===== config.mk =====
export PLATFORM = sky130hd
export DESIGN_NAME = q_8_8_arbiter
export DESIGN_NICKNAME = d
export VERILOG_FILES = /design/src/rtl/q_8_8_arbiter.sv
export SDC_FILE = /design/constraint.sdc
export NUM_CORES = 1
export LEC_CHECK = 0
export BUFFER_PORTS_ARGS = -buffer_cell sky130_fd_sc_hd__buf_2
export CORE_ASPECT_RATIO = 0.8
export CORE_UTILIZATION = 42
export DETAILED_ROUTE_END_ITERATION = 16
export HOLD_SLACK_MARGIN = 0.08
export PLACE_DENSITY_LB_ADDON = 0.1
export SYNTH_ARGS = -nofsm -noshare
export SYNTH_HDL_FRONTEND = slang
export SYNTH_SLANG_ARGS = --single-unit

===== constraint.sdc =====
create_clock -name clk -period 1.9 [get_ports clk]
set_input_delay 0.285 -clock clk [delete_from_list [all_inputs] [get_ports clk]]
set_output_delay 0.285 -clock clk [all_outputs]
set_load 0.005 [all_outputs]

===== src/rtl/q_8_8_arbiter.sv =====
// Round-robin arbiter that shares one q_8_8 Q8.8 unit between NUM_REQ clients.
// It captures the winner's operands, runs the start/rdy handshake and returns the result with a done pulse.
module q_8_8_arbiter #(
  parameter int NUM_REQ = 4,
  parameter int W       = 16,
  parameter int TIMEOUT = 64
) (
  input  logic                 clk,
  input  logic                 rst_b,
  input  logic [NUM_REQ-1:0]   req,
  input  logic [NUM_REQ*W-1:0] a_in,
  input  logic [NUM_REQ*W-1:0] b_in,
  output logic [NUM_REQ-1:0]   ack,
  output logic [NUM_REQ-1:0]   done,
  output logic [W-1:0]         result,
  output logic                 result_carry,
  output logic                 err,
  output logic                 busy,
  output logic                 q_start,
  output logic [W-1:0]         q_A,
  output logic [W-1:0]         q_B,
  input  logic [W-1:0]         q_C,
  input  logic                 q_carry,
  input  logic                 q_rdy
);

  localparam int PW  = (NUM_REQ > 1) ? $clog2(NUM_REQ) : 1;
  localparam int PW1 = PW + 1;
  localparam int CW  = $clog2(TIMEOUT + 1);

  localparam logic [2:0] S_IDLE      = 3'd0;
  localparam logic [2:0] S_ISSUE     = 3'd1;
  localparam logic [2:0] S_WAIT_BUSY = 3'd2;
  localparam logic [2:0] S_WAIT_DONE = 3'd3;
  localparam logic [2:0] S_RESP      = 3'd4;

  logic [2:0]         state_r;
  logic [PW-1:0]      rr_ptr_r;
  logic [PW-1:0]      gnt_r;
  logic [CW-1:0]      cnt_r;
  logic [NUM_REQ-1:0] ack_r;
  logic [NUM_REQ-1:0] done_r;
  logic [W-1:0]       result_r;
  logic               result_carry_r;
  logic               err_r;
  logic               q_start_r;
  logic [W-1:0]       q_a_r;
  logic [W-1:0]       q_b_r;

  logic               pick_valid_s;
  logic [PW-1:0]      pick_idx_s;
  logic [PW:0]        cand_s;
  logic               cnt_expired_s;

  function automatic logic [NUM_REQ-1:0] onehot(input logic [PW-1:0] idx);
    logic [NUM_REQ-1:0] v;
    v = {NUM_REQ{1'b0}};
    v[idx] = 1'b1;
    return v;
  endfunction

  function automatic logic [PW-1:0] next_ptr(input logic [PW-1:0] idx);
    logic [PW-1:0] n;
    if (idx == PW'(NUM_REQ - 1)) begin
      n = {PW{1'b0}};
    end else begin
      n = idx + PW'(1);
    end
    return n;
  endfunction

  assign cnt_expired_s = (cnt_r == CW'(TIMEOUT - 1));

  // Round-robin search: first set request at or after rr_ptr, wrapping modulo NUM_REQ.
  always_comb begin
    pick_valid_s = 1'b0;
    pick_idx_s   = {PW{1'b0}};
    cand_s       = {PW1{1'b0}};
    for (int i = 0; i < NUM_REQ; i++) begin
      cand_s = {1'b0, rr_ptr_r} + PW1'(i);
      if (cand_s >= PW1'(NUM_REQ)) begin
        cand_s = cand_s - PW1'(NUM_REQ);
      end else begin
        cand_s = cand_s;
      end
      if (!pick_valid_s && req[cand_s[PW-1:0]]) begin
        pick_valid_s = 1'b1;
        pick_idx_s   = cand_s[PW-1:0];
      end else begin
        pick_valid_s = pick_valid_s;
      end
    end
  end

  // Arbitration FSM with registered handshake, response and timeout bookkeeping.
  always_ff @(posedge clk or negedge rst_b) begin
    if (!rst_b) begin
      state_r        <= S_IDLE;
      rr_ptr_r       <= {PW{1'b0}};
      gnt_r          <= {PW{1'b0}};
      cnt_r          <= {CW{1'b0}};
      ack_r          <= {NUM_REQ{1'b0}};
      done_r         <= {NUM_REQ{1'b0}};
      result_r       <= {W{1'b0}};
      result_carry_r <= 1'b0;
      err_r          <= 1'b0;
      q_start_r      <= 1'b0;
      q_a_r          <= {W{1'b0}};
      q_b_r          <= {W{1'b0}};
    end else begin
      ack_r     <= {NUM_REQ{1'b0}};
      done_r    <= {NUM_REQ{1'b0}};
      q_start_r <= 1'b0;
      case (state_r)
        S_IDLE: begin
          if (pick_valid_s) begin
            gnt_r   <= pick_idx_s;
            q_a_r   <= a_in[int'(pick_idx_s)*W +: W];
            q_b_r   <= b_in[int'(pick_idx_s)*W +: W];
            ack_r   <= onehot(pick_idx_s);
            state_r <= S_ISSUE;
          end else begin
            state_r <= S_IDLE;
          end
        end
        S_ISSUE: begin
          // Start lands one cycle after ack so the two pulses never overlap.
          q_start_r <= 1'b1;
          cnt_r     <= {CW{1'b0}};
          state_r   <= S_WAIT_BUSY;
        end
        S_WAIT_BUSY: begin
          if (!q_rdy) begin
            cnt_r   <= {CW{1'b0}};
            state_r <= S_WAIT_DONE;
          end else if (cnt_expired_s) begin
            result_r       <= {W{1'b0}};
            result_carry_r <= 1'b0;
            err_r          <= 1'b1;
            done_r         <= onehot(gnt_r);
            state_r        <= S_RESP;
          end else begin
            cnt_r <= cnt_r + CW'(1);
          end
        end
        S_WAIT_DONE: begin
          if (q_rdy) begin
            result_r       <= q_C;
            result_carry_r <= q_carry;
            err_r          <= 1'b0;
            done_r         <= onehot(gnt_r);
            state_r        <= S_RESP;
          end else if (cnt_expired_s) begin
            result_r       <= {W{1'b0}};
            result_carry_r <= 1'b0;
            err_r          <= 1'b1;
            done_r         <= onehot(gnt_r);
            state_r        <= S_RESP;
          end else begin
            cnt_r <= cnt_r + CW'(1);
          end
        end
        S_RESP: begin
          rr_ptr_r <= next_ptr(gnt_r);
          state_r  <= S_IDLE;
        end
        default: begin
          state_r <= S_IDLE;
        end
      endcase
    end
  end

  assign ack          = ack_r;
  assign done         = done_r;
  assign result       = result_r;
  assign result_carry = result_carry_r;
  assign err          = err_r;
  assign busy         = (state_r != S_IDLE);
  assign q_start      = q_start_r;
  assign q_A          = q_a_r;
  assign q_B          = q_b_r;

endmodule


======== After elaboration in Yosys (flattened, before gate mapping) ========
Cells that the tools add are included.
storage, ports and cells
  flip-flop bits (word level) ............. 73
  output and inout port bits .............. 60
  logic and storage cells ................. 111
cells by class
  add/subtract/negate cells ............... 9
  magnitude comparators ................... 12
  eq/ne operators ......................... 8
  shifts and indexed selects .............. 2
  mux-type cells .......................... 53
  reduce and logical (&&, ||, !) cells .... 15
operators by type and width
  kind                 number
  $shiftx 64x7->16     2
  $mux 16              3
  $pmux 16 s2          1
  $mux 7               3
  $pmux 7 s3           1
  $mux 4               5
  $lt 2x3->1 const B   6
  $mux 1               18
  $mux 2               9
  $pmux 3 s4           1
  $ge 3x3->1 const B   3
  $mux 3               3
  $bmux 1 s2           4
  $pmux 4 s2           1
  $sub 2x1->2 const B  4
  $add 7x1->7 const B  1
  $eq 7x6->1 const B   1
  $add 2x2->3 const B  2
  $eq 3x2->1 const B   2
  $reduce_and 2->1     3
  $reduce_bool 3->1    2
  $logic_and 1x1->1    5
  $demux 1 s2          2
  $ge 2x1->1 const B   2
  11 further kinds     15

======== Longest topological paths before layout ========
Gate-level depths: netlist of the first run.
  depth in word-level cells ............... 20
  mapped depth ............................ 8

======== Least setup slack after synthesis of the first run ========
OpenSTA, ideal clock, no wires.
  path type ............................... reg-to-reg
  start ................................... register cnt_r[0]
  end ..................................... register result_r[10] (netlist: result[10])
  setup time .............................. 121 ps
  data arrival time ....................... 1774 ps
  data required time ...................... 1779 ps
  path slack .............................. 5 ps
  stages on the path, launching flop included .. 9
  period minus slack after synthesis ...... 1895 ps
  cells stage by stage .................... dfrtp_1 ha_1 nand4_2 nor3b_4 o21ai_1 a21o_1 buf_6 buf_6 a22o_1
between the ends
  cells in the longest elaborated chain, start to end .. 4
  elaborated cells between the ends (all ways) .. 5
  classes of those cells .................. eq/ne: 1; mux: 4
RTL lines
  item                        RTL line  RTL
  start: declaration          40        logic [CW-1:0] cnt_r;
  start signal: assignment    101       cnt_r <= {CW{1'b0}};
  start signal: assignment    129       cnt_r <= {CW{1'b0}};
  start signal: assignment    134       cnt_r <= {CW{1'b0}};
  $eq 7x6->1 *                72        assign cnt_expired_s = (cnt_r == CW'(TIMEOUT - 1));
  $mux 16 *                   n/a
  $mux 16 (on tied branches)  n/a
  $pmux 16 s2 *               n/a
  end signal: assignment      104       result_r <= {W{1'b0}};
  end signal: assignment      137       result_r <= {W{1'b0}};
  end signal: assignment      148       result_r <= q_C;
  end: declaration            43        logic [W-1:0] result_r;
Every way passes the cells marked *; elsewhere a longest branch is shown, timed or not. The select of a mux whose other input is x is not followed.
A chain may end at the register's enable or synchronous reset.

======== Worst setup path after layout of the first run ========
  start ................................... register cnt_r[1]
  end ..................................... register result_r[0] (netlist: result[0])
Same word-level chain as after synthesis.

==> flow_metrics.env, run 1 <==
export IMPL_total_power_mw=8.52
export IMPL_antenna_cells=0
export IMPL_avgSynthCellArea_um2=9.77
export IMPL_grt_pass1_vias=4265
export IMPL_start_util_pct=43.2
export IMPL_coreArea_um2=9650
export IMPL_die_x_um=113
export IMPL_synth_edff_count=0
export IMPL_drive_gt1_share_pct=43.1
export IMPL_synth_distinct_cells=43
export IMPL_critical_path_max_stage_delay_ps=410
export IMPL_ant_nets=0
export IMPL_period_minus_slack_ps=1810
export IMPL_cts_tree="built"
export IMPL_final_setup_viol_count=0
export IMPL_leakagePower_nw=2.93
export IMPL_grt_use_total_pct=26.1
export IMPL_critical_path_class="register to register"
export IMPL_netlist_instances=427
export IMPL_seq_area_frac_synth_pct=43.8
export IMPL_synthFlopType="dfrtp_1"
export IMPL_antenna_found_initial=0
export IMPL_status="completed"
export IMPL_synth_most_common_cell="dfrtp_1"
export IMPL_syn_nets=584
export IMPL_wl_um=13400
export IMPL_path_cells="ha_4 > nand4_4 > nor3b_4 > nand2_1 > a21o_1 > buf_12 > a22o_1"
export IMPL_gp_congestion=0.835
export IMPL_crit_arrival_ps=2030
export IMPL_num_vias=4467
export IMPL_max_vdd_ir_drop_v=0.000633
export IMPL_fin_area_um2=5970
export IMPL_clock_latency_ps=340
export IMPL_viasPerCell=5.72
export IMPL_ys_ff_latch=73
export IMPL_fin_crit_sh_pct=95.4
export IMPL_ys_top_cells_by_count="dfrtp_1, inv_1, a211o_1, o31ai_1"
export IMPL_crit_buf_inv=1
export IMPL_port_buffers=211
export IMPL_first_iter_violations=380
export IMPL_worst_slack_ps=87.8
export IMPL_syn_area_um2=4170
export IMPL_path_clk_slew_ps=60
export IMPL_cts_root_buf="clkbuf_16"
export IMPL_cp_max_fo=17
export IMPL_power_density_nw_per_um2=1430
export IMPL_finalMaxSlewViolations=0
export IMPL_wl_per_cell_um=17.2
export IMPL_finalHoldViolations=0
export IMPL_drt_pass1_iter_count=5
export IMPL_cts_sinks=73
export IMPL_grt_pass1_wl_um=21200
export IMPL_place_ws_ps=-6.18
export IMPL_die_h_um=91.2
export IMPL_max_freq_mhz=552
export IMPL_async_flop_share_pct=100
export IMPL_skew_ps=5.48
export IMPL_synth_top_area_share_pct=43.8
export IMPL_nets=797
export IMPL_cp_start_kind="register"
export IMPL_drv_cap=0
export IMPL_synth_top_area_cell="dfrtp_1"
export IMPL_slew_headroom_pct=66.1
export IMPL_fp_row_count=32
export IMPL_worst_pin_slew_ps=508
export IMPL_critical_path_top_delay_family="simple AND/OR/NAND/NOR gates"
export IMPL_io_pins=212
export IMPL_yosys_warnings=0
export IMPL_setup_tns_ps=0
export IMPL_critPathCaptureType="register"
export IMPL_hold_path_class="input port to register"
export IMPL_grt_max_degree=48
export IMPL_synth_area_leaders="dfrtp_1, a211o_1, a32oi_1"
export IMPL_dpl_cell_area_um2=5600
export IMPL_htree_levels=3
export IMPL_gr_total_overflow=0
export IMPL_dp_hpwl_um=9520
export IMPL_clockBufferDepth=2
export IMPL_required_ps=2120
export IMPL_slowest_stage="dfrtp_1"
export IMPL_die_area_um2=10300
export IMPL_numCtsBuffers=9
export IMPL_drc=0
export IMPL_holdWs_ps=165
export IMPL_synthToLayoutAreaGrowth_pct=43.1
sequential cells by signal (all words and copies together), names as in the netlist:
register and flops:
state_r 3, done 4, rr_ptr_r 2, err 1, result_carry 1, q_B 16, result 16, gnt_r 2
cnt_r 7, ack 4, q_A 16, q_start 1
per-layer routing:
| layer | share of wire (%) | vias up | GRT usage (%) |
|---|---|---|---|
| li1 | - | 2090 | - |
| met1 | 43 | 2156 | 34.3 |
| met2 | 48 | 206 | 42.4 |
| met3 | 7.2 | 15 | 6.61 |
| met4 | 1.4 | 0 | 8.11 |
| met5 | 0 | - | 0 |
power breakdown:
group / internal (mW) / switching (mW) / total (mW) / leakage [nW]
clock: 1.16 / 0.705 / 1.87 / 0.153
combinational: 1.88 / 2.20 / 4.08 / 1.85
sequential: 2.19 / 0.378 / 2.57 / 0.933
cells in the final DEF, fill, tap and decap left out, types with 2 or more instances in the layout:
cell type   synthesis  final
buf_12              0      9
o21a_1              2      2
nand3_2             2      2
nand2_1            12     12
inv_1              38     38
o21ai_0             5      5
buf_2              11    210
a21oi_1            10     10
xnor2_1             4      4
nand2b_1            3      3
clkbuf_16           0      9
nor2_2              2      2
nand4_1            32     32
nand3_1             2      2
buf_4               0     28
clkinvlp_4          0      2
or2_2               2      2
nor3b_1             2      2
a21o_1              3      3
inv_6               0      2
a211o_1            33     33
and2_1              6      6
nor2_1             14     13
a32oi_1            32     32
ha_1                5      4
bufinv_16           0      2
a22o_1             17     17
dfrtp_1            73     73
o211ai_1           32     32
o31ai_1            33     33
cell type report:
type	instances	area (um^2)
Fill cell	845	3680
Multi-Input combinational cell	269	2040
Sequential cell	73	1830
Timing Repair Buffer	249	1460
Clock buffer	9	225
Tap cell	136	170
Inverter	38	143
Clock inverter	7	101
worst paths after layout:
check                                         start                       end  slack [ps]  cells after the start
max in group asynchronous                     rst_b         done[3]$_DFF_PN0_         850                      3
hold reg to reg            result_carry$_DFFE_PN0P_  result_carry$_DFFE_PN0P_         500                      1
setup reg to reg               cnt_r[1]$_DFFE_PN0P_     result[0]$_DFFE_PN0P_          90                      7
setup / recovery               cnt_r[1]$_DFFE_PN0P_     result[0]$_DFFE_PN0P_          90                      7
min in group asynchronous                     rst_b          ack[0]$_DFF_PN0_         460                      2
hold / removal                               q_C[7]     result[7]$_DFFE_PN0P_         170                      2
logic make-up after synthesis:
group,synth area share [%]
compound gates,32.9
buf+inv,8.34
simple gates,12.1
flops,43.8
fa+ha+maj,1.50
xor+xnor,0.839
mux,0.510
stage by stage:
stage / util, % / std cells
2_1_floorplan: - / 427
3_3_place_gp: 58.1 / 763
3_5_place_dp: 58.1 / 763
4_1_cts: 61.5 / 780
5_1_grt: 61.9 / 781
6_report: 61.9 / 781
timing repair:
item / in CTS / in global routing
hold buffers: 1 / 0
gates resized for setup: 0 / 4
buffers inserted: 0 / 1
hold endpoints to repair: 34 / 0
setup endpoints to repair: 0 / 18
Note: power is estimated with default switching activity, not from simulation.
==> run 2: changes to the inputs <==
- CORE_UTILIZATION: 42 -> 50
- clock period: 1.9 -> 2.24 ns (I/O delays scaled with it)
==> flow_metrics.env, run 2 (synthesis results as in run 1) <==
export IMPL_cp_max_fo=18
export IMPL_fp_row_count=29
export IMPL_max_freq_mhz=485
export IMPL_hold_path_class="input port to register"
export IMPL_path_clk_slew_ps=80
export IMPL_clockBufferDepth=2
export IMPL_required_ps=2480
export IMPL_power_density_nw_per_um2=1200
export IMPL_power_frac_clock_pct=18.9
export IMPL_antenna_cells=0
export IMPL_switching_share_pct=40.0
export IMPL_critical_path_max_stage_delay_ps=520
export IMPL_seqPwrFrac_pct=32.1
export IMPL_die_area_um2=8720
export IMPL_regArea_um2=1830
export IMPL_ant_nets=0
export IMPL_intPower_mw=4.08
export IMPL_die_h_um=83.7
export IMPL_cts_root_buf="clkbuf_8"
export IMPL_cts_sinks=73
export IMPL_io_pins=212
export IMPL_holdWs_ps=197
export IMPL_rsz0062_at_grt="false"
export IMPL_multi_input_area_um2=2020
export IMPL_start_util_pct=52.0
export IMPL_die_x_um=104
export IMPL_dp_hpwl_um=9280
export IMPL_htree_levels=3
export IMPL_clock_latency_ps=350
export IMPL_setup_tns_ps=0
export IMPL_final_cell_mix="buf_2, dfrtp_1, inv_1"
export IMPL_p_sw_mw=2.72
export IMPL_period_minus_slack_ps=2060
export IMPL_crit_buf_inv=1
export IMPL_nets=789
export IMPL_viasPerCell=6.02
export IMPL_fin_crit_sh_pct=92.0
export IMPL_total_power_mw=6.80
export IMPL_skew_ps=10.2
export IMPL_critical_path_top_delay_family="compound AO/OA/AOI/OAI gates"
export IMPL_dpl_cell_count=724
export IMPL_leakagePower_nw=2.83
export IMPL_first_iter_violations=278
export IMPL_wl_per_cell_um=17.9
export IMPL_finalHoldViolations=0
export IMPL_gp_congestion=0.853
export IMPL_path_cells="ha_1 > nand4_2 > nor3b_4 > o21ai_1 > a21o_1 > inv_1 > and2_1"
export IMPL_grt_use_total_pct=30.6
export IMPL_final_common_cell="buf_2"
export IMPL_status="completed"
export IMPL_gr_total_overflow=0
export IMPL_wl_um=13300
export IMPL_drc=0
export IMPL_num_vias=4483
export IMPL_combPwrFrac_pct=49.0
export IMPL_grt_pass1_vias=4250
export IMPL_crit_arrival_ps=2300
export IMPL_port_buffers=211
export IMPL_critPathCaptureType="register"
export IMPL_fillerInstances=640
export IMPL_hold_path_depth=2
export IMPL_drt_pass1_iter_count=5
export IMPL_final_setup_viol_count=0
export IMPL_path_depth=7
export IMPL_antenna_found_initial=0
export IMPL_coreArea_um2=8020
export IMPL_critical_path_class="register to register"
export IMPL_worst_pin_slew_ps=581
export IMPL_drive_gt1_share_pct=42.1
export IMPL_cts_tree="built"
export IMPL_drv_cap=0
export IMPL_slowest_stage="a21o_1"
export IMPL_rr_worst_depth=7
export IMPL_synthToLayoutAreaGrowth_pct=36.4
export IMPL_numCtsBuffers=9
export IMPL_finalMaxSlewViolations=0
export IMPL_slew_headroom_pct=61.2
export IMPL_final_cells=745
export IMPL_cp_start_kind="register"
export IMPL_reg2reg_slack_ps=180
export IMPL_grt_pass1_wl_um=21300
export IMPL_max_vdd_ir_drop_v=0.000528
export IMPL_grt_max_degree=40
export IMPL_cts_resized=0
==> run 2: cell types whose count changed in the layout (fill, tap and decap cells not counted) <==
cell        change
bufinv_16       +1
buf_4           -1
ha_1            +1
clkbuf_16       -9
clkinvlp_4      -1
buf_6           -1
buf_12          -6
inv_6           -1
nand4_2         +1
clkbuf_8        +9
clkbuf_1        +1
nand4_4         -1
ha_4            -1
==> run 2: final cells by class <==
cell class              count  share of cell area, %
well taps                 108                   2.37
inverters                  38                   2.51
repair buffers            241                   23.3
multi-input cells         269                   35.5
flip-flops and latches     73                   32.1
clock buffers              10                   2.24
clock inverters             6                   2.02
==> run 2: repair_timing <==
| action | in CTS | in global routing |
|---|---|---|
| setup endpoints to repair | 0 | 20 |
| buffers inserted | 0 | 4 |
| hold buffers | 1 | 0 |
| hold endpoints to repair | 34 | 0 |
==> run 2: routing by layer <==
metal,GRT usage [%],vias to the layer above,routed length [um]
met3,7.96,10,1230
met2,50.8,242,6330
met4,5.58,0,104
met1,40.8,2165,5650
met5,0,-,0
li1,-,2066,-
==> run 2: metrics by stage <==
stage	worst slack, ps	utilization [%]	area, um^2
after floorplan	345	-	4170
after global placement	103	67.5	5410
after detailed placement	39.6	67.5	5410
after CTS	27.7	70.6	5660
after global routing	51.0	71.0	5690
final	179	71.0	5690
==> run 2: worst paths after layout <==
| kind | from | endpoint |
|---|---|---|
| setup reg to reg | cnt_r[0]$_DFFE_PN0P_ | done[3]$_DFF_PN0_ |
| setup / recovery | cnt_r[0]$_DFFE_PN0P_ | done[3]$_DFF_PN0_ |
| hold / removal | q_C[11] | result[11]$_DFFE_PN0P_ |
| hold reg to reg | result[7]$_DFFE_PN0P_ | result[7]$_DFFE_PN0P_ |
| max in group asynchronous | rst_b | result[7]$_DFFE_PN0P_ |
| min in group asynchronous | rst_b | cnt_r[1]$_DFFE_PN0P_ |
==> run 2: power by group through the flow <==
stage | sequential (mW) | clock, mW | combinational (mW)
finish | 2.18 | 1.29 | 3.33
floorplan | 2.20 | 0 | 1.98
CTS | 2.18 | 1.31 | 3.28
global placement | 2.18 | 0 | 3.18
detailed placement | 2.19 | 0 | 3.28
global route | 2.23 | 1.37 | 3.64
==> run 2: worst reg2reg max path, stage by stage, from the launching register on <==
cell and delay, ps:
dfrtp_1 420, ha_1 250, nand4_2 150, nor3b_4 70, o21ai_1 150, a21o_1 520
inv_1 180, and2_1 210
==> run 3: changes to the inputs <==
- MAX_ROUTING_LAYER: default -> met4
==> flow_metrics.env, run 3 (synthesis results as in run 1) <==
export IMPL_drc=0
export IMPL_viasPerCell=6.10
export IMPL_hold_path_class="input port to register"
export IMPL_cts_sinks=73
export IMPL_required_ps=2480
export IMPL_power_frac_clock_pct=18.8
export IMPL_cts_root_buf="clkbuf_8"
export IMPL_hold_path_depth=2
export IMPL_start_util_pct=52.0
export IMPL_critical_path_class="register to register"
export IMPL_antenna_cells=0
export IMPL_rsz0062_at_grt="false"
export IMPL_clockBufferDepth=2
export IMPL_dp_hpwl_um=9280
export IMPL_max_vdd_ir_drop_v=0.000527
export IMPL_wl_per_cell_um=17.8
export IMPL_final_cell_mix="buf_2, dfrtp_1, inv_1"
export IMPL_drive_gt1_share_pct=42.1
export IMPL_fin_area_um2=5690
export IMPL_holdWs_ps=198
export IMPL_final_common_cell="buf_2"
export IMPL_skew_ps=10.0
export IMPL_grt_max_degree=40
export IMPL_cp_max_fo=18
export IMPL_crit_arrival_ps=2310
export IMPL_grt_pass1_vias=4261
export IMPL_max_freq_mhz=484
export IMPL_multi_input_area_um2=2020
export IMPL_path_clk_slew_ps=80
export IMPL_port_buffers=211
export IMPL_leakagePower_nw=2.83
export IMPL_final_setup_viol_count=0
export IMPL_intPower_mw=4.08
export IMPL_combPwrFrac_pct=49.0
export IMPL_fin_crit_sh_pct=92.2
export IMPL_status="completed"
export IMPL_coreArea_um2=8020
export IMPL_gr_total_overflow=0
export IMPL_switching_share_pct=39.9
export IMPL_synthToLayoutAreaGrowth_pct=36.4
export IMPL_numCtsBuffers=9
export IMPL_setup_tns_ps=0
export IMPL_power_density_nw_per_um2=1190
export IMPL_num_vias=4541
export IMPL_die_h_um=83.7
export IMPL_die_x_um=104
export IMPL_seqPwrFrac_pct=32.1
export IMPL_io_pins=212
export IMPL_nets=789
export IMPL_dpl_cell_area_um2=5410
export IMPL_total_power_mw=6.80
export IMPL_grt_pass1_wl_um=21200
export IMPL_period_minus_slack_ps=2070
export IMPL_htree_levels=3
export IMPL_slew_headroom_pct=61.0
export IMPL_drv_cap=0
export IMPL_fp_row_count=29
export IMPL_grt_use_total_pct=31.5
export IMPL_gp_congestion=0.866
export IMPL_cts_tree="built"
export IMPL_rr_worst_depth=7
export IMPL_die_area_um2=8720
export IMPL_critPathCaptureType="register"
export IMPL_wl_um=13300
export IMPL_p_sw_mw=2.71
export IMPL_regArea_um2=1830
export IMPL_finalMaxSlewViolations=0
export IMPL_clock_latency_ps=350
export IMPL_drt_pass1_iter_count=5
export IMPL_first_iter_violations=275
export IMPL_worst_pin_slew_ps=585
export IMPL_finalHoldViolations=0
export IMPL_fillerInstances=640
export IMPL_ant_nets=0
export IMPL_cp_start_kind="register"
export IMPL_antenna_found_initial=0
run 3: power groups by stage:
stage	logic (mW)	clock network, mW	registers (mW)
6_report	3.33	1.28	2.18
5_1_grt	3.64	1.37	2.23
4_1_cts	3.28	1.31	2.18
3_5_place_dp	3.28	0	2.19
3_3_place_gp	3.18	0	2.18
2_1_floorplan	1.98	0	2.20
run 3: final timing paths:
| path | start | endpoint | slack, ps |
|---|---|---|---|
| worst max-delay path | cnt_r[0]$_DFFE_PN0P_ | done[3]$_DFF_PN0_ | 170 |
| worst min-delay path | q_C[11] | result[11]$_DFFE_PN0P_ | 200 |
| worst max register to register | cnt_r[0]$_DFFE_PN0P_ | done[3]$_DFF_PN0_ | 170 |
| worst min register to register | result[2]$_DFFE_PN0P_ | result[2]$_DFFE_PN0P_ | 500 |
| max in group asynchronous | rst_b | ack[3]$_DFF_PN0_ | 1190 |
| min in group asynchronous | rst_b | cnt_r[1]$_DFFE_PN0P_ | 480 |
run 3: final cells by class:
| type | instances | share of cell area (%) |
|---|---|---|
| clock buffers | 10 | 2.24 |
| repair buffers | 241 | 23.3 |
| inverters | 38 | 2.51 |
| multi-input cells | 269 | 35.5 |
| well taps | 108 | 2.37 |
| clock inverters | 6 | 2.02 |
| flip-flops and latches | 73 | 32.1 |
run 3: per-layer routing:
| metal | vias up | part of all wire (%) | global-route usage [%] |
|---|---|---|---|
| li1 | 2066 | - | - |
| met1 | 2205 | 42 | 41.1 |
| met2 | 258 | 48 | 50.8 |
| met3 | 12 | 9.1 | 7.34 |
| met4 | 0 | 0.92 | 5.58 |
| met5 | - | 0 | - |
run 3: critical path, cell delays in order (launching register included):
cell and delay, ps:
dfrtp_1 420, ha_1 250, nand4_2 150, nor3b_4 70, o21ai_1 150, a21o_1 520
inv_1 180, and2_1 210
run 3: through the flow:
stage / cells / worst slack, ps / utilization [%]
global placement: 724 / 103 / 67.5
finish: 745 / 174 / 71.0
floorplan: 427 / 345 / -
detailed placement: 724 / 39.6 / 67.5
global route: 745 / 51.0 / 71.0
CTS: 741 / 27.7 / 70.6
run 3: what timing repair did:
item | 4_1_cts | 5_1_grt
hold buffers | 1 | 0
setup endpoints to repair | 0 | 20
endpoints found under the hold margin | 34 | 0
setup buffers | 0 | 4
resized for setup | 0 | 0
